## config.mk

```make
export PLATFORM = sky130hd
export DESIGN_NAME = multicycle_controller
export DESIGN_NICKNAME = d
export VERILOG_FILES = /design/src/rtl/mc_pkg.sv /design/src/rtl/mc_instr_decode.sv /design/src/rtl/multicycle_controller.sv
export SDC_FILE = /design/constraint.sdc
export NUM_CORES = 1
export LEC_CHECK = 0
export BUFFER_PORTS_ARGS = -buffer_cell sky130_fd_sc_hd__buf_2
export CORE_MARGIN = 5
export CORE_UTILIZATION = 31
export CTS_CLUSTER_SIZE = 25
export DETAILED_ROUTE_END_ITERATION = 6
export PLACE_DENSITY = 0.5
export SLEW_MARGIN = 20
export SYNTH_ARGS = -nofsm -noshare
export SYNTH_HDL_FRONTEND = slang
export SYNTH_SLANG_ARGS = --single-unit
```

## constraint.sdc

```tcl
create_clock -name clk -period 6.4 [get_ports clk]
set_clock_uncertainty 0.1 [all_clocks]
set_input_delay 0.96 -clock clk [delete_from_list [all_inputs] [get_ports clk]]
set_output_delay 0.96 -clock clk [all_outputs]
set_load 0.05 [all_outputs]
```

## src/rtl/mc_pkg.sv

```systemverilog
// mc_pkg: shared definitions for the multi-cycle MIPS-lite controller.
//   - FSM state codes (FETCH..WB; codes 5-7 are unused)
//   - opcode/funct constants for the supported subset
//   - datapath select encodings (pc_src, reg_dst, wd_sel, alu_op)
//   - dec_t: one-hot instruction class flags produced by mc_instr_decode
package mc_pkg;

  typedef enum logic [2:0] {
    S_FETCH  = 3'd0,
    S_DECODE = 3'd1,
    S_EXEC   = 3'd2,
    S_MEM    = 3'd3,
    S_WB     = 3'd4
  } state_t;

  // Opcodes (IR[31:26])
  localparam logic [5:0] OP_R   = 6'b000000;
  localparam logic [5:0] OP_J   = 6'b000010;
  localparam logic [5:0] OP_JAL = 6'b000011;
  localparam logic [5:0] OP_BEQ = 6'b000100;
  localparam logic [5:0] OP_ORI = 6'b001101;
  localparam logic [5:0] OP_LUI = 6'b001111;
  localparam logic [5:0] OP_LW  = 6'b100011;
  localparam logic [5:0] OP_SW  = 6'b101011;

  // R-type funct codes (IR[5:0])
  localparam logic [5:0] FN_JR  = 6'b001000;
  localparam logic [5:0] FN_ADD = 6'b100000;
  localparam logic [5:0] FN_SUB = 6'b100010;

  // PC source select
  localparam logic [1:0] PC_SEQ = 2'd0;  // PC+4
  localparam logic [1:0] PC_BR  = 2'd1;  // PC + (sext(imm) << 2)
  localparam logic [1:0] PC_JMP = 2'd2;  // jump target
  localparam logic [1:0] PC_RS  = 2'd3;  // register rs

  // Register destination select
  localparam logic [1:0] RD_RT = 2'd0;
  localparam logic [1:0] RD_RD = 2'd1;
  localparam logic [1:0] RD_RA = 2'd2;   // $31

  // Register write-data select
  localparam logic [1:0] WD_ALU = 2'd0;
  localparam logic [1:0] WD_MEM = 2'd1;
  localparam logic [1:0] WD_PC  = 2'd2;

  // ALU operation
  localparam logic [1:0] ALU_ADD = 2'd0;
  localparam logic [1:0] ALU_SUB = 2'd1;
  localparam logic [1:0] ALU_OR  = 2'd2;
  localparam logic [1:0] ALU_LUI = 2'd3;

  // One-hot instruction class; bad marks an unsupported encoding.
  typedef struct packed {
    logic add;
    logic sub;
    logic ori;
    logic lui;
    logic lw;
    logic sw;
    logic beq;
    logic j;
    logic jal;
    logic jr;
    logic bad;
  } dec_t;

endpackage

```

## src/rtl/mc_instr_decode.sv

```systemverilog
// mc_instr_decode: purely combinational opcode/funct classifier.
//   opcode in 6  IR[31:26]
//   funct  in 6  IR[5:0]
//   dec    out   one-hot class flags; exactly one bit of dec_t is set
module mc_instr_decode
  import mc_pkg::*;
(
  input  logic [5:0] opcode,
  input  logic [5:0] funct,
  output dec_t       dec
);

  always_comb begin
    dec = '0;
    case (opcode)
      OP_R: begin
        case (funct)
          FN_ADD:  dec.add = 1'b1;
          FN_SUB:  dec.sub = 1'b1;
          FN_JR:   dec.jr  = 1'b1;
          default: dec.bad = 1'b1;
        endcase
      end
      OP_ORI:  dec.ori = 1'b1;
      OP_LUI:  dec.lui = 1'b1;
      OP_LW:   dec.lw  = 1'b1;
      OP_SW:   dec.sw  = 1'b1;
      OP_BEQ:  dec.beq = 1'b1;
      OP_J:    dec.j   = 1'b1;
      OP_JAL:  dec.jal = 1'b1;
      default: dec.bad = 1'b1;
    endcase
  end

endmodule

```

## src/rtl/multicycle_controller.sv

```systemverilog
// multicycle_controller: multi-cycle MIPS-lite control FSM.
// Sequences PC/IR/regfile/ALU/unified memory through FETCH, DECODE, EXEC,
// MEM and WB, with a req/ready handshake on the memory port.
// Ports:
//   clk, reset (sync, active-low)
//   opcode, funct      instruction fields from IR
//   alu_zero           ALU zero flag (used by beq in EXEC)
//   mem_ready          memory completes the current access
//   mem_req/sel/we     memory request, address select, write strobe
//   ir_write, pc_write, pc_src       IR/PC update controls
//   reg_write, reg_dst, wd_sel       register-file write controls
//   alu_op, alu_src_b, ext_op        ALU controls
//   illegal            pulse on unsupported encoding in DECODE
//   retire, retire_cnt pulse in final cycle of an instruction + counter
//   state              current FSM state for debug
// Only the state register and retire_cnt are storage; every other output
// is combinational from state, decode flags and alu_zero/mem_ready.
module multicycle_controller
  import mc_pkg::*;
#(
  parameter int RETIRE_W = 32
) (
  input  logic                clk,
  input  logic                reset,
  input  logic [5:0]          opcode,
  input  logic [5:0]          funct,
  input  logic                alu_zero,
  input  logic                mem_ready,
  output logic                mem_req,
  output logic                mem_sel,
  output logic                mem_we,
  output logic                ir_write,
  output logic                pc_write,
  output logic [1:0]          pc_src,
  output logic                reg_write,
  output logic [1:0]          reg_dst,
  output logic [1:0]          wd_sel,
  output logic [1:0]          alu_op,
  output logic                alu_src_b,
  output logic                ext_op,
  output logic                illegal,
  output logic                retire,
  output logic [RETIRE_W-1:0] retire_cnt,
  output logic [2:0]          state
);

  state_t state_q;
  state_t state_d;
  dec_t   dec;

  mc_instr_decode u_dec (
    .opcode (opcode),
    .funct  (funct),
    .dec    (dec)
  );

  // Outputs and next state. Everything is forced to zero while reset is low
  // so the datapath sees no strobes before the first reset edge.
  always_comb begin
    state_d   = S_FETCH;
    mem_req   = 1'b0;
    mem_sel   = 1'b0;
    mem_we    = 1'b0;
    ir_write  = 1'b0;
    pc_write  = 1'b0;
    pc_src    = PC_SEQ;
    reg_write = 1'b0;
    reg_dst   = RD_RT;
    wd_sel    = WD_ALU;
    alu_op    = ALU_ADD;
    alu_src_b = 1'b0;
    ext_op    = 1'b0;
    illegal   = 1'b0;
    retire    = 1'b0;
    if (reset) begin
      case (state_q)
        S_FETCH: begin
          mem_req = 1'b1;
          if (mem_ready) begin
            ir_write = 1'b1;
            pc_write = 1'b1;
            state_d  = S_DECODE;
          end else begin
            state_d  = S_FETCH;
          end
        end

        S_DECODE: begin
          // PC already holds instr+4, which is what jal links into $31;
          // the regfile samples it before the PC edge overwrites it.
          if (dec.j || dec.jal) begin
            pc_write = 1'b1;
            pc_src   = PC_JMP;
            retire   = 1'b1;
            if (dec.jal) begin
              reg_write = 1'b1;
              reg_dst   = RD_RA;
              wd_sel    = WD_PC;
            end
            state_d  = S_FETCH;
          end else if (dec.jr) begin
            pc_write = 1'b1;
            pc_src   = PC_RS;
            retire   = 1'b1;
            state_d  = S_FETCH;
          end else if (dec.bad) begin
            // Unsupported encoding behaves as a nop that does not retire.
            illegal  = 1'b1;
            state_d  = S_FETCH;
          end else begin
            state_d  = S_EXEC;
          end
        end

        S_EXEC: begin
          if (dec.sub || dec.beq) begin
            alu_op = ALU_SUB;
          end else if (dec.ori) begin
            alu_op    = ALU_OR;
            alu_src_b = 1'b1;
          end else if (dec.lui) begin
            alu_op    = ALU_LUI;
            alu_src_b = 1'b1;
          end else if (dec.lw || dec.sw) begin
            alu_op    = ALU_ADD;
            alu_src_b = 1'b1;
            ext_op    = 1'b1;
          end
          if (dec.beq) begin
            pc_write = alu_zero;
            pc_src   = PC_BR;
            retire   = 1'b1;
            state_d  = S_FETCH;
          end else if (dec.lw || dec.sw) begin
            state_d  = S_MEM;
          end else begin
            state_d  = S_WB;
          end
        end

        S_MEM: begin
          // Request stays up with stable sel/we until the memory answers.
          mem_req = 1'b1;
          mem_sel = 1'b1;
          mem_we  = dec.sw;
          if (!mem_ready)  state_d = S_MEM;
          else if (dec.sw) begin
            retire  = 1'b1;
            state_d = S_FETCH;
          end else begin
            state_d = S_WB;
          end
        end

        S_WB: begin
          reg_write = 1'b1;
          reg_dst   = (dec.add || dec.sub) ? RD_RD : RD_RT;
          wd_sel    = dec.lw ? WD_MEM : WD_ALU;
          retire    = 1'b1;
          state_d   = S_FETCH;
        end

        // Unused codes recover to FETCH with every strobe low.
        default: state_d = S_FETCH;
      endcase
    end
  end

  assign state = reset ? state_q : 3'd0;

  always_ff @(posedge clk) begin
    if (!reset) begin
      state_q    <= S_FETCH;
      retire_cnt <= '0;
    end else begin
      state_q <= state_d;
      if (retire)
        retire_cnt <= retire_cnt + {{(RETIRE_W-1){1'b0}}, 1'b1};
    end
  end

endmodule
```

* Yosys cells after proc, flatten, opt, wreduce, memory -nomap -nowiden
Cells that the tools add are included.
** Cells by class
- Add/subtract/negate cells :: 1
- Eq/ne operators :: 14
- Muxes and demuxes :: 81
- Reduce and logical (&&, ||, !) cells :: 9
** Operators with widths (number)
- 1-bit 2-to-1 mux :: 52
- 32-bit by 1-bit adder with 32-bit output, second input constant :: 1
- 2-bit 2-to-1 mux :: 16
- 6-bit equality test, second input constant :: 4
- 6-bit by 4-bit equality test with 1-bit output, second input constant :: 3
- 3-bit 2-to-1 mux :: 5
- 6-bit by 2-bit equality test with 1-bit output, second input constant :: 2
- 2-bit one-hot mux with 2 select lines :: 3
- 3-bit one-hot mux with 4 select lines :: 1
- 7-bit OR reduction :: 1
- 3-bit by 2-bit equality test with 1-bit output, second input constant :: 2
- 6-bit by 3-bit equality test with 1-bit output, second input constant :: 1
- 6-bit logical NOT :: 1
- 1-bit logical OR :: 4
- 1-bit one-hot mux with 2 select lines :: 2
- 1-bit one-hot mux with 4 select lines :: 1
- 3-bit by 1-bit equality test with 1-bit output, second input constant :: 1
- 3-bit equality test, second input constant :: 1
- 3-bit logical NOT :: 1
- 1-bit one-hot mux with 3 select lines :: 1
- 3-bit OR reduction :: 1
- 2-bit OR reduction :: 1
** Word-level totals
- Flip-flop bits (word level) :: 35
- Input bits :: 16
- Output and inout bits :: 53
- Logic and storage cells :: 107

* Longest topological paths before layout
- Depth in word-level cells :: 9
- Gate-level depth with buffers :: 9
- Gate-level depth less buffers :: 6

* By module
From an unflattened synthesis, not the netlist that was laid out.
** Unflattened totals
- Cell total of the unflattened synthesis :: 281
- Area total of the unflattened synthesis :: 2118.3 um2
** By module, submodules not included
- multicycle_controller :: instances 1, cells each 250, area an instance 1931.9 um2, seq. area each 700.7 um2
- mc_instr_decode :: instances 1, cells each 31, area an instance 186.4 um2, seq. area each 0.0 um2

* Worst setup path after synthesis
No wires, ideal clock.
- Path type :: in2out
- Start point :: input opcode[0]
- End point :: output pc_write
- Data arrival time :: 3024 ps
- Data required time :: 5340 ps
- Setup slack :: 2316 ps
- Cell stages on the path :: 6
- Path buffers :: 1
- Cells stage by stage :: buf_6 -> nor4_4 -> nand3_2 -> o21bai_4 -> a21oi_1 -> a211oi_1
** On the way
- Longest elaborated chain between the ends :: 6
- Elaborated cells between the ends (all ways) :: 14
- Classes of those cells :: 3 x eq/ne; 9 x mux; 2 x reduce/logical
** Ends and longest elaborated chain
- start, declared :: RTL line multicycle_controller.sv:25 : input logic [5:0] opcode,
- 6-bit logical NOT or 6-bit by 2-bit equality test with 1-bit output (tied branches) :: RTL line mc_instr_decode.sv:15 : case (opcode)
- 1-bit 2-to-1 mux :: RTL line mc_instr_decode.sv:15
- 1-bit 2-to-1 mux or 1-bit logical OR (tied branches) :: RTL line multicycle_controller.sv:101, multicycle_controller.sv:91
- 1-bit 2-to-1 mux :: RTL line multicycle_controller.sv:91 : if (dec.j || dec.jal) begin
- 1-bit one-hot mux with 3 select lines (*) :: RTL line multicycle_controller.sv:76 : case (state_q)
- 1-bit 2-to-1 mux (*) :: RTL line multicycle_controller.sv:75 : if (reset) begin
- end, declared :: RTL line multicycle_controller.sv:33 : output logic pc_write,
Every way passes the cells marked *; elsewhere a longest branch is shown, timed or not.

* Worst setup path after layout
Ends and elaborated chain as after synthesis.

==> metrics.txt <==
max cap viols=0; Row Count=30; ANT cells=0; net switching power=106 uW; Top cell by count, worst path=buf_2; Post-Syn Area=2200 um^2; vias per inst=5.39; Clock Path Buffers=2; Worst setup EP type=output port; top_reg_cell synth=dfxtp_1; max frequency=0.284 GHz; Die Height=94.3 um; Int Pwr=327 uW; worst vdd ir=0.0000651 V; largest net degree at the start of global routing=59; unrepaired setup endpoints after global routing=no; async set or reset register ratio after synthesis=0; critical-path cell list=buf_2, nor4_4, nand3_2, o21bai_4, a21oi_1, a211oi_1, buf_2; syn_nets=303; Tcrit/Tclk final=0.549; Comb power frac=0.083; GRT overflow=0; CP max-delay cell=nor4_4; Setup Fix Bufs, Post-CTS=0; crit-path leading delay family=simple AND/OR/NAND/NOR gates; TritonCTS clock tree=done; worst path bufs/invs=2; CORE AREA=6870 um^2; final setup TNS=0 ns; static leakage=1.04 nW; port bufs=68; max-slew violations=0; Final #Nets=361; final instance area=2680 um^2; worst slew pin tran=0.720 ns; All-Layer GR Usage=0.139; sequential cell area=701 um^2; Synthesis Warnings=0; Clock Tree Root=clkbuf_8; cts repair resizes=0; Setup crit start kind=input port; Avg WL per Cell=14.2 um; drt total wl=6280 um; chip width=94.3 um; vias=2379; Setup Viol. Count Final=0; Die Footprint=8880 um^2; FILL cells=724; relative slew slack=0.517; Critical Path Fanout Max=8; First-pass DRT Iterations=5; clock share of power=0.410; cts hold-fix bufs=0; H-tree Lvls=2; vias in the first global route=2070; Syn Area/Cell=7.70 um^2; WP data required=5.34 ns; worst min-delay path category=flip-flop to flip-flop; Syn Inst Count=286; unique cell type count in the Yosys netlist=45; IO Pins=69; Crit path arrival time=2.46 ns; sw frac=0.245; Layout Area Growth over Synthesis=21.8%; HPWL after detailed placement=4480 um; CTS Buf Count=5; footprint of the multi-input gates=1380 um^2; first-pass GRT wire length=9980 um; register area share after synthesis=0.318; WS Path Type=input port to output port; synthesized flop and latch total=35; layout cells sized above 1=0.241; Clock Latency Late Sink=0.28 ns; EDFF count, synth=0; clock sink count=35; outcome=completed; share of power burned in registers=0.507; Post-DRT Antenna Nets=0; clock transition at the registers of the reported paths=0.07 ns; DRT iter0 DRCs=108; Pwr Density=162 nW/um^2; initial core utilization=0.320; Final min period=3.52 ns; Final Hold Viols=0; DRC viols=0; Area after DPL=2580 um^2; CP max stage delay=0.40 ns; Placer Congestion=0.781; initial antenna violation count=0
synth_stat cells (4+ instances only):
cell type / n / area share
a21oi_1: 31 / 0.070
and2_1: 6 / 0.017
and3_1: 10 / 0.028
buf_2: 5 / 0.011
clkbuf_1: 11 / 0.019
dfxtp_1: 35 / 0.32
inv_1: 5 / 0.0085
nand2_1: 21 / 0.036
nand3_1: 16 / 0.036
nand4_1: 19 / 0.054
nor2_1: 24 / 0.041
nor2b_1: 4 / 0.011
nor3_1: 6 / 0.014
o21a_1: 9 / 0.031
o21ai_0: 11 / 0.025
o31ai_1: 11 / 0.038
or3_1: 8 / 0.023
or4_1: 12 / 0.041
or4b_1: 4 / 0.018
registers in the layout, indices dropped and copies added, names as in the netlist:
register,count
retire_cnt,32
state_q,3
worst register-to-register path: stages (launching register included):
cell,delay (ns)
dfxtp_1,0.44
nand4_1,0.26
nor3_2,0.67
nand3_1,0.31
or4_1,0.56
or3_1,0.32
a21oi_1,0.13
power groups by stage:
stage / clock network, mW / logic [mW] / registers (mW)
floorplan: 0 / 0.0250 / 0.224
global placement: 0 / 0.0363 / 0.225
detailed placement: 0 / 0.0360 / 0.225
CTS: 0.184 / 0.0362 / 0.220
global route: 0.194 / 0.0392 / 0.220
finish: 0.178 / 0.0361 / 0.220
per-layer routing:
layer | up-vias | routed length [um] | track usage
met5 | - | 0 | 0
met4 | 0 | 65 | 0.0385
met3 | 6 | 300 | 0.0345
met2 | 57 | 2930 | 0.223
met1 | 1116 | 2980 | 0.185
li1 | 1200 | - | -
cells in the final DEF (no fill, tap or decap), types with 2 or more instances in the layout:
master and n:
a21oi_1 31, and2_1 6, and3_1 10, and4_1 3, buf_2 68, buf_4 2, clkbuf_8 7, dfxtp_1 35
inv_1 5, mux2i_1 3, nand2_1 21, nand2b_1 3, nand3_1 16, nand3b_1 2, nand4_1 19, nor2_1 24
nor2b_1 4, nor3_1 6, nor4_1 3, o21a_1 9, o21ai_0 11, o31ai_1 11, o41ai_1 2, or3_1 8
or3b_1 2, or4_1 12, or4b_1 4
stage by stage:
step,utilization,setup slack [ns],power (mW),hold WS (ns),std cells
3_5_place_dp,0.376,2.91,0.261,0.371,433
3_3_place_gp,0.376,2.91,0.261,0.369,433
4_1_cts,0.390,2.89,0.440,0.381,441
5_1_grt,0.390,2.76,0.453,0.423,441
2_1_floorplan,-,2.32,0.249,0.504,286
6_report,0.390,2.88,0.433,0.386,441
worst paths after layout:
path / start / end / slack (ns) / depth (start not counted)
max: opcode[0] / pc_write / 2.88 / 7
min reg2reg: retire_cnt[31] / retire_cnt[31] / 0.39 / 2
max reg2reg: retire_cnt[3] / retire_cnt[27] / 3.55 / 6
min: retire_cnt[31] / retire_cnt[31] / 0.39 / 2
cell families after synthesis:
group           after synthesis  synth area share
simple gates                149             0.394
compound gates               72             0.210
flops                        35             0.318
buf+inv                      25            0.0540
mux                           3            0.0136
xor+xnor                      1           0.00398
fa+ha+maj                     1           0.00568
final cells by class:
type	instances	share of cell area
clock buffers	8	0.0373
inverters	6	0.00840
multi-input cells	226	0.515
repair buffers	70	0.133
flip-flops and latches	35	0.261
well taps	96	0.0448
(Power assumes the default switching activity.)
